--- src/rtl/keypad_pkg.sv ---
// Shared definitions for the 4x4 keypad scanner: FSM states, column drive
// patterns and the {col,row} -> hex code map.
package keypad_pkg;

   typedef enum logic [1:0] {
      IDLE        = 2'd0,
      DEB_PRESS   = 2'd1,
      PRESSED     = 2'd2,
      DEB_RELEASE = 2'd3
   } kp_state_e;

   // Active-low column drive, indexed by column number.
   localparam logic [3:0][3:0] COL_PAT = {4'b0111, 4'b1011, 4'b1101, 4'b1110};

   // Indexed by {col,row}; entry 0 is col0/row0.
   localparam logic [15:0][3:0] CODE_MAP = {
      4'hD, 4'hC, 4'hB, 4'hA,   // col3
      4'hE, 4'h9, 4'h6, 4'h3,   // col2
      4'hF, 4'h8, 4'h5, 4'h2,   // col1
      4'h0, 4'h7, 4'h4, 4'h1    // col0
   };

   function automatic logic [2:0] count_low(input logic [3:0] r);
      logic [2:0] n;
      n = 3'd0;
      for (int i = 0; i < 4; i++) n = n + {2'b00, ~r[i]};
      return n;
   endfunction

endpackage

--- src/rtl/keypad_col_seq.sv ---
// Column sequencer: dwell divider, column index and registered active-low
// column drive, plus a one-cycle sample pulse on the dwell terminal count.
module keypad_col_seq
   import keypad_pkg::*;
#(
   parameter int unsigned SCAN_DIV = 1250
) (
   input  logic       clk_i,
   input  logic       reset_i,
   output logic [3:0] cols_o,
   output logic [1:0] index_o,
   output logic       sample_o
);

   localparam int DW = $clog2(SCAN_DIV);

   logic [DW-1:0] div_q, div_d;
   logic [1:0]    idx_q, idx_d;
   logic [3:0]    cols_q;
   logic          tc;

   assign tc = (div_q == DW'(SCAN_DIV - 1));

   always_comb begin
      div_d = div_q + 1'b1;
      idx_d = idx_q;
      if (tc) begin
         div_d = '0;
         idx_d = idx_q + 2'd1;
      end
   end

   // cols is registered from the next index so it never glitches.
   always_ff @(posedge clk_i) begin
      if (reset_i) begin
         div_q  <= '0;
         idx_q  <= 2'd0;
         cols_q <= COL_PAT[0];
      end else begin
         div_q  <= div_d;
         idx_q  <= idx_d;
         cols_q <= COL_PAT[idx_d];
      end
   end

   assign cols_o   = cols_q;
   assign index_o  = idx_q;
   assign sample_o = tc;

endmodule

--- src/rtl/keypad_scan.sv ---
// 4x4 matrix keypad scanner/debouncer with hex code, level valid and press strobe.
// Optional auto-repeat of the strobe while held: define KEYPAD_REPEAT_EN.
module keypad_scan
   import keypad_pkg::*;
#(
   parameter int unsigned SCAN_DIV       = 1250,
   parameter int unsigned DEBOUNCE_SCANS = 200,
   parameter int unsigned REPEAT_SCANS   = 2000
) (
   input  logic       x1,
   input  logic       reset,
   input  logic [3:0] rows,
   output logic [3:0] cols,
   output logic [3:0] key_code,
   output logic       key_valid,
   output logic       key_strobe
);

   logic [3:0] rows_m_q, rows_s_q;
   logic [1:0] col_idx;
   logic       sample;

   logic [1:0] acc_cnt_q, acc_cnt_d;
   logic [3:0] acc_code_q, acc_code_d;
   logic [1:0] col_row;
   logic       hit_any;
   logic [2:0] tot;

   logic       scan_done_q, scan_hit_q;
   logic [3:0] scan_code_q;

   kp_state_e  state_q;
   logic [3:0] cand_q;
   logic [7:0] cnt_q;
   logic [3:0] key_code_q;
   logic       key_valid_q, key_strobe_q;

   keypad_col_seq #(.SCAN_DIV(SCAN_DIV)) u_col_seq (
      .clk_i    (x1),
      .reset_i  (reset),
      .cols_o   (cols),
      .index_o  (col_idx),
      .sample_o (sample)
   );

   always_ff @(posedge x1) begin
      if (reset) begin
         rows_m_q <= 4'hF;
         rows_s_q <= 4'hF;
      end else begin
         rows_m_q <= rows;
         rows_s_q <= rows_m_q;
      end
   end

   // Hit count saturates at 2: anything above one key is rejected anyway.
   always_comb begin
      col_row = 2'd0;
      hit_any = 1'b0;
      for (int r = 0; r < 4; r++) begin
         if (!rows_s_q[r]) begin
            col_row = 2'(r);
            hit_any = 1'b1;
         end
      end
      tot        = {1'b0, acc_cnt_q} + count_low(rows_s_q);
      acc_cnt_d  = (tot >= 3'd2) ? 2'd2 : tot[1:0];
      acc_code_d = hit_any ? CODE_MAP[{col_idx, col_row}] : acc_code_q;
   end

   always_ff @(posedge x1) begin
      if (reset) begin
         acc_cnt_q   <= 2'd0;
         acc_code_q  <= 4'h0;
         scan_done_q <= 1'b0;
         scan_hit_q  <= 1'b0;
         scan_code_q <= 4'h0;
      end else begin
         scan_done_q <= 1'b0;
         if (sample) begin
            if (col_idx == 2'd3) begin
               acc_cnt_q   <= 2'd0;
               acc_code_q  <= 4'h0;
               scan_done_q <= 1'b1;
               scan_hit_q  <= (acc_cnt_d == 2'd1);
               scan_code_q <= acc_code_d;
            end else begin
               acc_cnt_q  <= acc_cnt_d;
               acc_code_q <= acc_code_d;
            end
         end
      end
   end

`ifdef KEYPAD_REPEAT_EN
   logic [15:0] rep_q;
`endif

   always_ff @(posedge x1) begin
      if (reset) begin
         state_q      <= IDLE;
         cand_q       <= 4'h0;
         cnt_q        <= 8'd0;
         key_code_q   <= 4'h0;
         key_valid_q  <= 1'b0;
         key_strobe_q <= 1'b0;
`ifdef KEYPAD_REPEAT_EN
         rep_q        <= 16'd0;
`endif
      end else begin
         key_strobe_q <= 1'b0;
         if (scan_done_q) begin
            case (state_q)
               IDLE: begin
                  if (scan_hit_q) begin
                     cand_q <= scan_code_q;
                     cnt_q  <= 8'd1;
                     if (DEBOUNCE_SCANS == 1) begin
                        state_q      <= PRESSED;
                        key_code_q   <= scan_code_q;
                        key_valid_q  <= 1'b1;
                        key_strobe_q <= 1'b1;
                     end else begin
                        state_q <= DEB_PRESS;
                     end
                  end
               end
               DEB_PRESS: begin
                  if (!scan_hit_q) begin
                     state_q <= IDLE;
                  end else if (scan_code_q != cand_q) begin
                     cand_q <= scan_code_q;
                     cnt_q  <= 8'd1;
                  end else if (cnt_q == 8'(DEBOUNCE_SCANS - 1)) begin
                     state_q      <= PRESSED;
                     key_code_q   <= cand_q;
                     key_valid_q  <= 1'b1;
                     key_strobe_q <= 1'b1;
                  end else begin
                     cnt_q <= cnt_q + 8'd1;
                  end
               end
               PRESSED: begin
                  if (scan_hit_q && scan_code_q == key_code_q) begin
`ifdef KEYPAD_REPEAT_EN
                     if (rep_q == 16'(REPEAT_SCANS - 1)) begin
                        rep_q        <= 16'd0;
                        key_strobe_q <= 1'b1;
                     end else begin
                        rep_q <= rep_q + 16'd1;
                     end
`endif
                  end else begin
                     cnt_q <= 8'd1;
`ifdef KEYPAD_REPEAT_EN
                     rep_q <= 16'd0;
`endif
                     if (DEBOUNCE_SCANS == 1) begin
                        state_q     <= IDLE;
                        key_valid_q <= 1'b0;
                     end else begin
                        state_q <= DEB_RELEASE;
                     end
                  end
               end
               DEB_RELEASE: begin
                  if (scan_hit_q && scan_code_q == key_code_q) begin
                     state_q <= PRESSED;
                  end else if (cnt_q == 8'(DEBOUNCE_SCANS - 1)) begin
                     state_q     <= IDLE;
                     key_valid_q <= 1'b0;
                  end else begin
                     cnt_q <= cnt_q + 8'd1;
                  end
               end
               default: state_q <= IDLE;
            endcase
         end
      end
   end

   assign key_code   = key_code_q;
   assign key_valid  = key_valid_q;
   assign key_strobe = key_strobe_q;

endmodule

--- config.mk ---
export PLATFORM = sky130hd
export DESIGN_NAME = keypad_scan
export DESIGN_NICKNAME = d
export VERILOG_FILES = /design/src/rtl/keypad_pkg.sv /design/src/rtl/keypad_col_seq.sv /design/src/rtl/keypad_scan.sv
export SDC_FILE = /design/constraint.sdc
export NUM_CORES = 1
export LEC_CHECK = 0
export BUFFER_PORTS_ARGS = -buffer_cell sky130_fd_sc_hd__buf_2
export CAP_MARGIN = 30
export CELL_PAD_IN_SITES_DETAIL_PLACEMENT = 1
export CELL_PAD_IN_SITES_GLOBAL_PLACEMENT = 1
export CORE_MARGIN = 5
export CORE_UTILIZATION = 41
export CTS_CLUSTER_DIAMETER = 50
export DETAILED_ROUTE_END_ITERATION = 12
export PLACE_DENSITY_LB_ADDON = 0.1
export SLEW_MARGIN = 10
export SYNTH_ARGS = -nofsm -noshare
export SYNTH_HDL_FRONTEND = slang
export SYNTH_SLANG_ARGS = --single-unit
--- constraint.sdc ---
create_clock -name x1 -period 2.5 [get_ports x1]
set_clock_uncertainty 0.15 [all_clocks]
set_input_delay 0.125 -clock x1 [delete_from_list [all_inputs] [get_ports x1]]
set_output_delay 0.125 -clock x1 [all_outputs]
set_load 0.005 [all_outputs]
==> flow_summary.toml, run 1 <==
[outcome]
status = "complete, but fails checks"
violations = "negative setup slack"

[sta]
fin_ws_ns = -0.0566
fmax_ghz = 0.391
holdWs_ns = 0.124
finalSetupViolCount = 2
maxSlewViolCount = 0
rsz0062_at_grt = "true"
max_slew.worst_pin.slew_ns = 0.574
hold_violations = 0
slew_headroom_pct = 61.7
final.min_clock_period_ns = 2.56
fin_crit_sh_pct = 102

[min_path]
whs_path_depth = 2
hold_class = "in -> reg"
whs_endpoint = "key_code[3]$_SDFFE_PP0P_"
holdCritStartpoint = "reset"

[setup_path]
ff2ff_setup_slack_ns = -0.06
critical_path.max_fanout = 2
crit_type = "reg -> reg"
reg2reg_from = "acc_cnt_q[0]$_SDFFE_PP0P_"
rr_worst_depth = 10
startpoint_type = "flop"
end_kind = "flop"
cp.required_ns = 2.62
arrival_ns = 2.67
crit_top_cell = "fa_1"
slowest_stage = "fa_1"
path_cells = "inv_2, fa_1, inv_1, fa_2, fa_1, nor2_2, nand2_2, nor3_2, a21oi_1, nor2_1"
slowest_delay_ns = 0.50
r2r_end = "acc_cnt_q[0]$_SDFFE_PP0P_"

[route]
drcViolationCount = 0
wire_per_inst_um = 15.6
vias = 2285
ant_nets = 0
drt_iter0_drc = 120
dr.pass1.iters = 4
routed_wl_mm = 6.47
via_per_inst = 5.51

[cells_and_area]
fillCellCount = 774
finish.net_count = 347
drive_gt1_share_pct = 18.0
area_growth_pct = 16.0
diodes = 0
fin_area_um2 = 3100

[global_route]
antenna_found_initial = 0
grt_pass1_wl_mm = 11.2
grt_max_degree = 31
gr-usage-all-layers_pct = 16.6
grt_overflow_total = 0
grt_pass1_vias = 2348

[pwr]
peakVddDrop_uv = 411
powerDensity_nw_per_um2 = 627
total_power_w = 0.00195
p_leak_nw = 1.24

[floorplan]
dieArea_um2 = 8240
die_h_um = 90.8
start_util_pct = 42.1
ios = 16
coreArea_um2 = 6350
fp.dieW_um = 90.8
rows = 29

[flow_run]
max_cap_violations = 0

[logic_synthesis]
async_flop_share_pct = 0
synth_seq_cells = 57
syn_area_um2 = 2680
syn_area_per_cell_um2 = 8.57
synth_edf_count = 0
yosys_warnings = 0
postSynthCellCount = 312
syn_nets = 325
synth_seq_area_share_pct = 42.7
synth_top_flop_cell = "dfxtp_1"
synth.distinct_cells = 49

[clocking]
clk_pin_slew_ns = 0.06
cts_num_sinks = 57
cts_made_buffers = 9
root_buffer = "clkbuf_8"
htree_levels = 3
clkLatencyLatePin_ns = 0.33
clock_path_buffers = 2
postCtsSetupBuffers = 0
cts_tree = "done"

[placement]
io_buffer_count = 15
place_area_um2 = 2830
hpwl_mm = 4.33
gp_congestion = 0.811
worst max-delay path, delay by kind of cell (launching register included):
family          cells  cell delay, ns
fa+ha+maj           3            1.32
simple gates        4            0.52
flops               1            0.34
buf+inv             2            0.10
compound gates      1            0.06
registers in the layout, summed over array words and instances (netlist names), 2 cells and up:
| name | flops |
|---|---|
| acc_cnt_q | 2 |
| acc_code_q | 4 |
| cand_q | 4 |
| cnt_q | 8 |
| key_code | 4 |
| rows_m_q | 4 |
| rows_s_q | 4 |
| scan_code_q | 4 |
| state_q | 2 |
| u_col_seq.cols_o | 4 |
| u_col_seq.div_q | 11 |
| u_col_seq.index_o | 2 |
metal layers:
layer / global-route usage, % / wire [um] / vias up / part of all wire (%)
li1: - / - / 1136 / -
met1: 21.6 / 2990 / 1113 / 46
met2: 26.2 / 3180 / 27 / 49
met3: 3.33 / 206 / 9 / 3.2
met4: 7.70 / 87 / 0 / 1.3
met5: 0 / 0 / - / 0
logic make-up (layout without fill, tap and decap cells):
logic type,count (synthesis),after routing,share of synthesized area (%)
mux,4,4,1.50
fa+ha+maj,7,7,4.12
buf+inv,25,51,4.07
simple gates,140,140,27.2
flops,57,57,42.7
xor+xnor,16,16,5.24
compound gates,63,63,15.2
area by class of cell:
class | instances | area (um^2) | area share [%]
timing repair buffer | 27 | 175 | 5.65
clock inverter | 3 | 65.1 | 2.10
inverter | 9 | 33.8 | 1.09
multi-input combinational | 230 | 1440 | 46.5
tap | 77 | 96.3 | 3.10
clock buffer | 12 | 145 | 4.68
sequential | 57 | 1140 | 36.9
worst max-delay path by stage:
stage | end | depth (start not counted) | startpoint
after floorplan | acc_cnt_q[0]$_SDFFE_PP0P_ | 9 | rows_s_q[0]$_SDFF_PP1_
final | acc_cnt_q[0]$_SDFFE_PP0P_ | 10 | acc_cnt_q[0]$_SDFFE_PP0P_
after detailed placement | acc_cnt_q[0]$_SDFFE_PP0P_ | 10 | acc_cnt_q[0]$_SDFFE_PP0P_
after global placement | acc_cnt_q[0]$_SDFFE_PP0P_ | 10 | acc_cnt_q[0]$_SDFFE_PP0P_
after global routing | acc_cnt_q[0]$_SDFFE_PP0P_ | 10 | acc_cnt_q[0]$_SDFFE_PP0P_
after CTS | acc_cnt_q[0]$_SDFFE_PP0P_ | 10 | acc_cnt_q[0]$_SDFFE_PP0P_
power breakdown:
group / switching (W) / leakage (nW) / internal (W) / total (W)
Clock: 0.000357 / 0.106 / 0.000582 / 0.000939
Combinational: 0.0000477 / 0.676 / 0.0000328 / 0.0000804
Sequential: 0.00000815 / 0.462 / 0.000919 / 0.000927
synthesized netlist by cell type, types with 6 or more instances:
library cell	instances	area (um^2)
nand2_1	29	109
nor2_1	36	135
nor3_1	8	40.0
buf_2	6	30.0
dfxtp_1	57	1140
or2_2	10	62.6
nand3_1	20	100
clkbuf_1	9	33.8
and3_1	6	37.5
inv_1	9	33.8
nand2b_1	7	43.8
xor2_1	12	105
a21oi_1	22	110
o21ai_0	13	65.1
repair_timing:
item / CTS / global route
endpoints found under the setup margin: 1 / 3
gates resized for setup: 1 / 8
pin swaps: 1 / 2
hold buffers: 4 / 0
hold endpoints to repair: 4 / 0
per-stage QoR:
step	setup WS (ns)	cells	TNS [ns]	util [%]
global route	-0.203	415	-0.422	48.9
floorplan	0.132	312	0	-
global placement	0.0627	396	0	44.6
finish	-0.0566	415	-0.0669	48.9
detailed placement	0.00504	396	0	44.6
CTS	0.00545	415	0	48.6
cells in the final DEF (no fill, tap or decap), types with 6 or more instances in the layout:
cell type	count
buf_4	8
nand2b_1	7
nor2_1	34
nor3_1	7
a21oi_1	21
or2_2	10
xor2_1	12
nand2_1	28
inv_1	8
dfxtp_1	55
clkbuf_8	10
o21ai_0	13
buf_2	15
nand3_1	20
and3_1	6
Note: power is estimated with default switching activity, not from simulation.
==> inputs of run 2 (changes only) <==
==> constraint.sdc (replaced) <==
create_clock -name x1 -period 2.5 [get_ports x1]
set_clock_uncertainty 0.15 [all_clocks]
set_input_delay 0.25 -clock x1 [delete_from_list [all_inputs] [get_ports x1]]
set_output_delay 0.25 -clock x1 [all_outputs]
set_load 0.005 [all_outputs]
==> flow_summary.toml, run 2 (same netlist as run 1, synthesis figures left out) <==
[pwr]
powerDensity_nw_per_um2 = 575
switching_share_pct = 22.8
p_leak_nw = 1.23
clock_power_share_pct = 43.0
switching_power_w = 0.000401
power_frac_comb_pct = 4.4
peakVddDrop_uv = 378
intPower_w = 0.00136
p_seq_share_pct = 52.7

[sta]
slew_headroom_pct = 62.2
final.min_clock_period_ns = 2.40
fin_ws_ns = 0.102
fmax_ghz = 0.417
rsz0062_at_grt = "true"
setup_tns_ns = 0
hold_violations = 0
maxSlewViolCount = 0
fin_crit_sh_pct = 95.9
max_slew.worst_pin.slew_ns = 0.567
finalSetupViolCount = 0

[setup_path]
slowest_stage = "fa_1"
path_cells = "inv_2, fa_1, inv_1, fa_2, fa_1, nor2_2, nand2_2, nor3_2, a21oi_1, nor2_1"
end_kind = "flop"
arrival_ns = 2.50
startpoint_type = "flop"
critical_path.max_fanout = 2
crit_top_cell = "fa_1"
ff2ff_setup_slack_ns = 0.10
crit_type = "reg -> reg"
slowest_delay_ns = 0.49
cp.required_ns = 2.61

[cells_and_area]
finish.net_count = 347
area_growth_pct = 14.4
final_common_cell = "dfxtp_1"
fin_area_um2 = 3060
final_util_pct = 48.2
largest_register = "u_col_seq.div_q"
largest_reg_flops = 11
reg_top3 = "u_col_seq.div_q: 11 flops, cnt_q: 8 flops"
multi_input_area_um2 = 1440
register_area_um2 = 1140
fillCellCount = 767
diodes = 0
drive_gt1_share_pct = 17.7
final_cell_mix = "55 x dfxtp_1, 35 x nor2_1, 28 x nand2_1"

[floorplan]
dieArea_um2 = 8240
start_util_pct = 42.1
die_h_um = 90.8
rows = 29
ios = 16
fp.dieW_um = 90.8
coreArea_um2 = 6350

[clocking]
clock_path_buffers = 2
clk_pin_slew_ns = 0.07
cts_made_buffers = 9
cts_tree = "done"
htree_levels = 3
root_buffer = "clkbuf_8"
postCtsSetupBuffers = 0
cts_num_sinks = 57
clkLatencyLatePin_ns = 0.33

[global_route]
grt_pass1_vias = 2275
antenna_found_initial = 0
grt_pass1_wl_mm = 10.8
gr-usage-all-layers_pct = 15.9
grt_overflow_total = 0
grt_max_degree = 31

[placement]
post-place-ws_ns = -0.0230
io_buffer_count = 15
gp_congestion = 0.801
place_area_um2 = 2830
hpwl_mm = 4.45

[min_path]
hold_class = "in -> reg"

[route]
drt_iter0_drc = 116
via_per_inst = 5.49
routed_wl_mm = 6.18
ant_nets = 0
drcViolationCount = 0
vias = 2282
wire_per_inst_um = 14.9
dr.pass1.iters = 4

[outcome]
status = "complete, no violations"

[flow_run]
max_cap_violations = 0
run 2: repair_timing:
item / CTS / global route
setup endpoints to repair: 1 / 3
endpoints found under the hold margin: 4 / 0
hold buffers: 4 / 0
resized for setup: 1 / 6
pin swaps: 1 / 1
run 2: critical path, delay by kind of cell, from the launching register on:
kind	cells	cell delay, ns
AND/OR/NAND/NOR	4	0.40
AO/OA/AOI/OAI	1	0.06
adder cells (fa/ha/maj)	3	1.29
buffers and inverters	2	0.09
flip-flops	1	0.33
run 2: power by group through the flow:
| stage | Clock (W) | Combinational, W | Sequential (W) |
|---|---|---|---|
| 6_report | 0.000756 | 0.0000770 | 0.000927 |
| 3_5_place_dp | 0 | 0.0000714 | 0.000947 |
| 2_1_floorplan | 0 | 0.0000483 | 0.000945 |
| 3_3_place_gp | 0 | 0.0000686 | 0.000947 |
| 4_1_cts | 0.000784 | 0.0000767 | 0.000927 |
| 5_1_grt | 0.000832 | 0.0000868 | 0.000928 |
run 2: routing by layer:
layer	vias up	part of all wire (%)	track usage, %
li1	1144	-	-
met1	1109	49	20.5
met2	23	47	25.8
met3	6	2.8	3.25
met4	0	1.1	6.60
met5	-	0	0
run 2: area by class of cell:
cell class	count	area share, %
Tap cell	77	3.15
Multi-Input combinational cell	230	47.0
Sequential cell	57	37.4
Clock inverter	3	0.491
Timing Repair Buffer	27	5.72
Inverter	9	1.10
Clock buffer	13	5.19
run 2: through the flow:
step           instances  hold WS (ns)  power, W
6_report             416         0.250   0.00176
5_1_grt              416         0.266   0.00185
4_1_cts              416         0.242   0.00179
3_5_place_dp         396         0.255   0.00102
3_3_place_gp         396         0.240   0.00102
2_1_floorplan        312         0.204  0.000993
run 2: path summary, 6_finish.rpt:
kind	start	depth (start not counted)	end
setup / recovery	acc_cnt_q[0]$_SDFFE_PP0P_	10	acc_cnt_q[0]$_SDFFE_PP0P_
hold / removal	reset	2	key_code[0]$_SDFFE_PP0P_
hold reg to reg	rows_m_q[3]$_SDFF_PP1_	1	rows_s_q[3]$_SDFF_PP1_
setup reg to reg	acc_cnt_q[0]$_SDFFE_PP0P_	10	acc_cnt_q[0]$_SDFFE_PP0P_
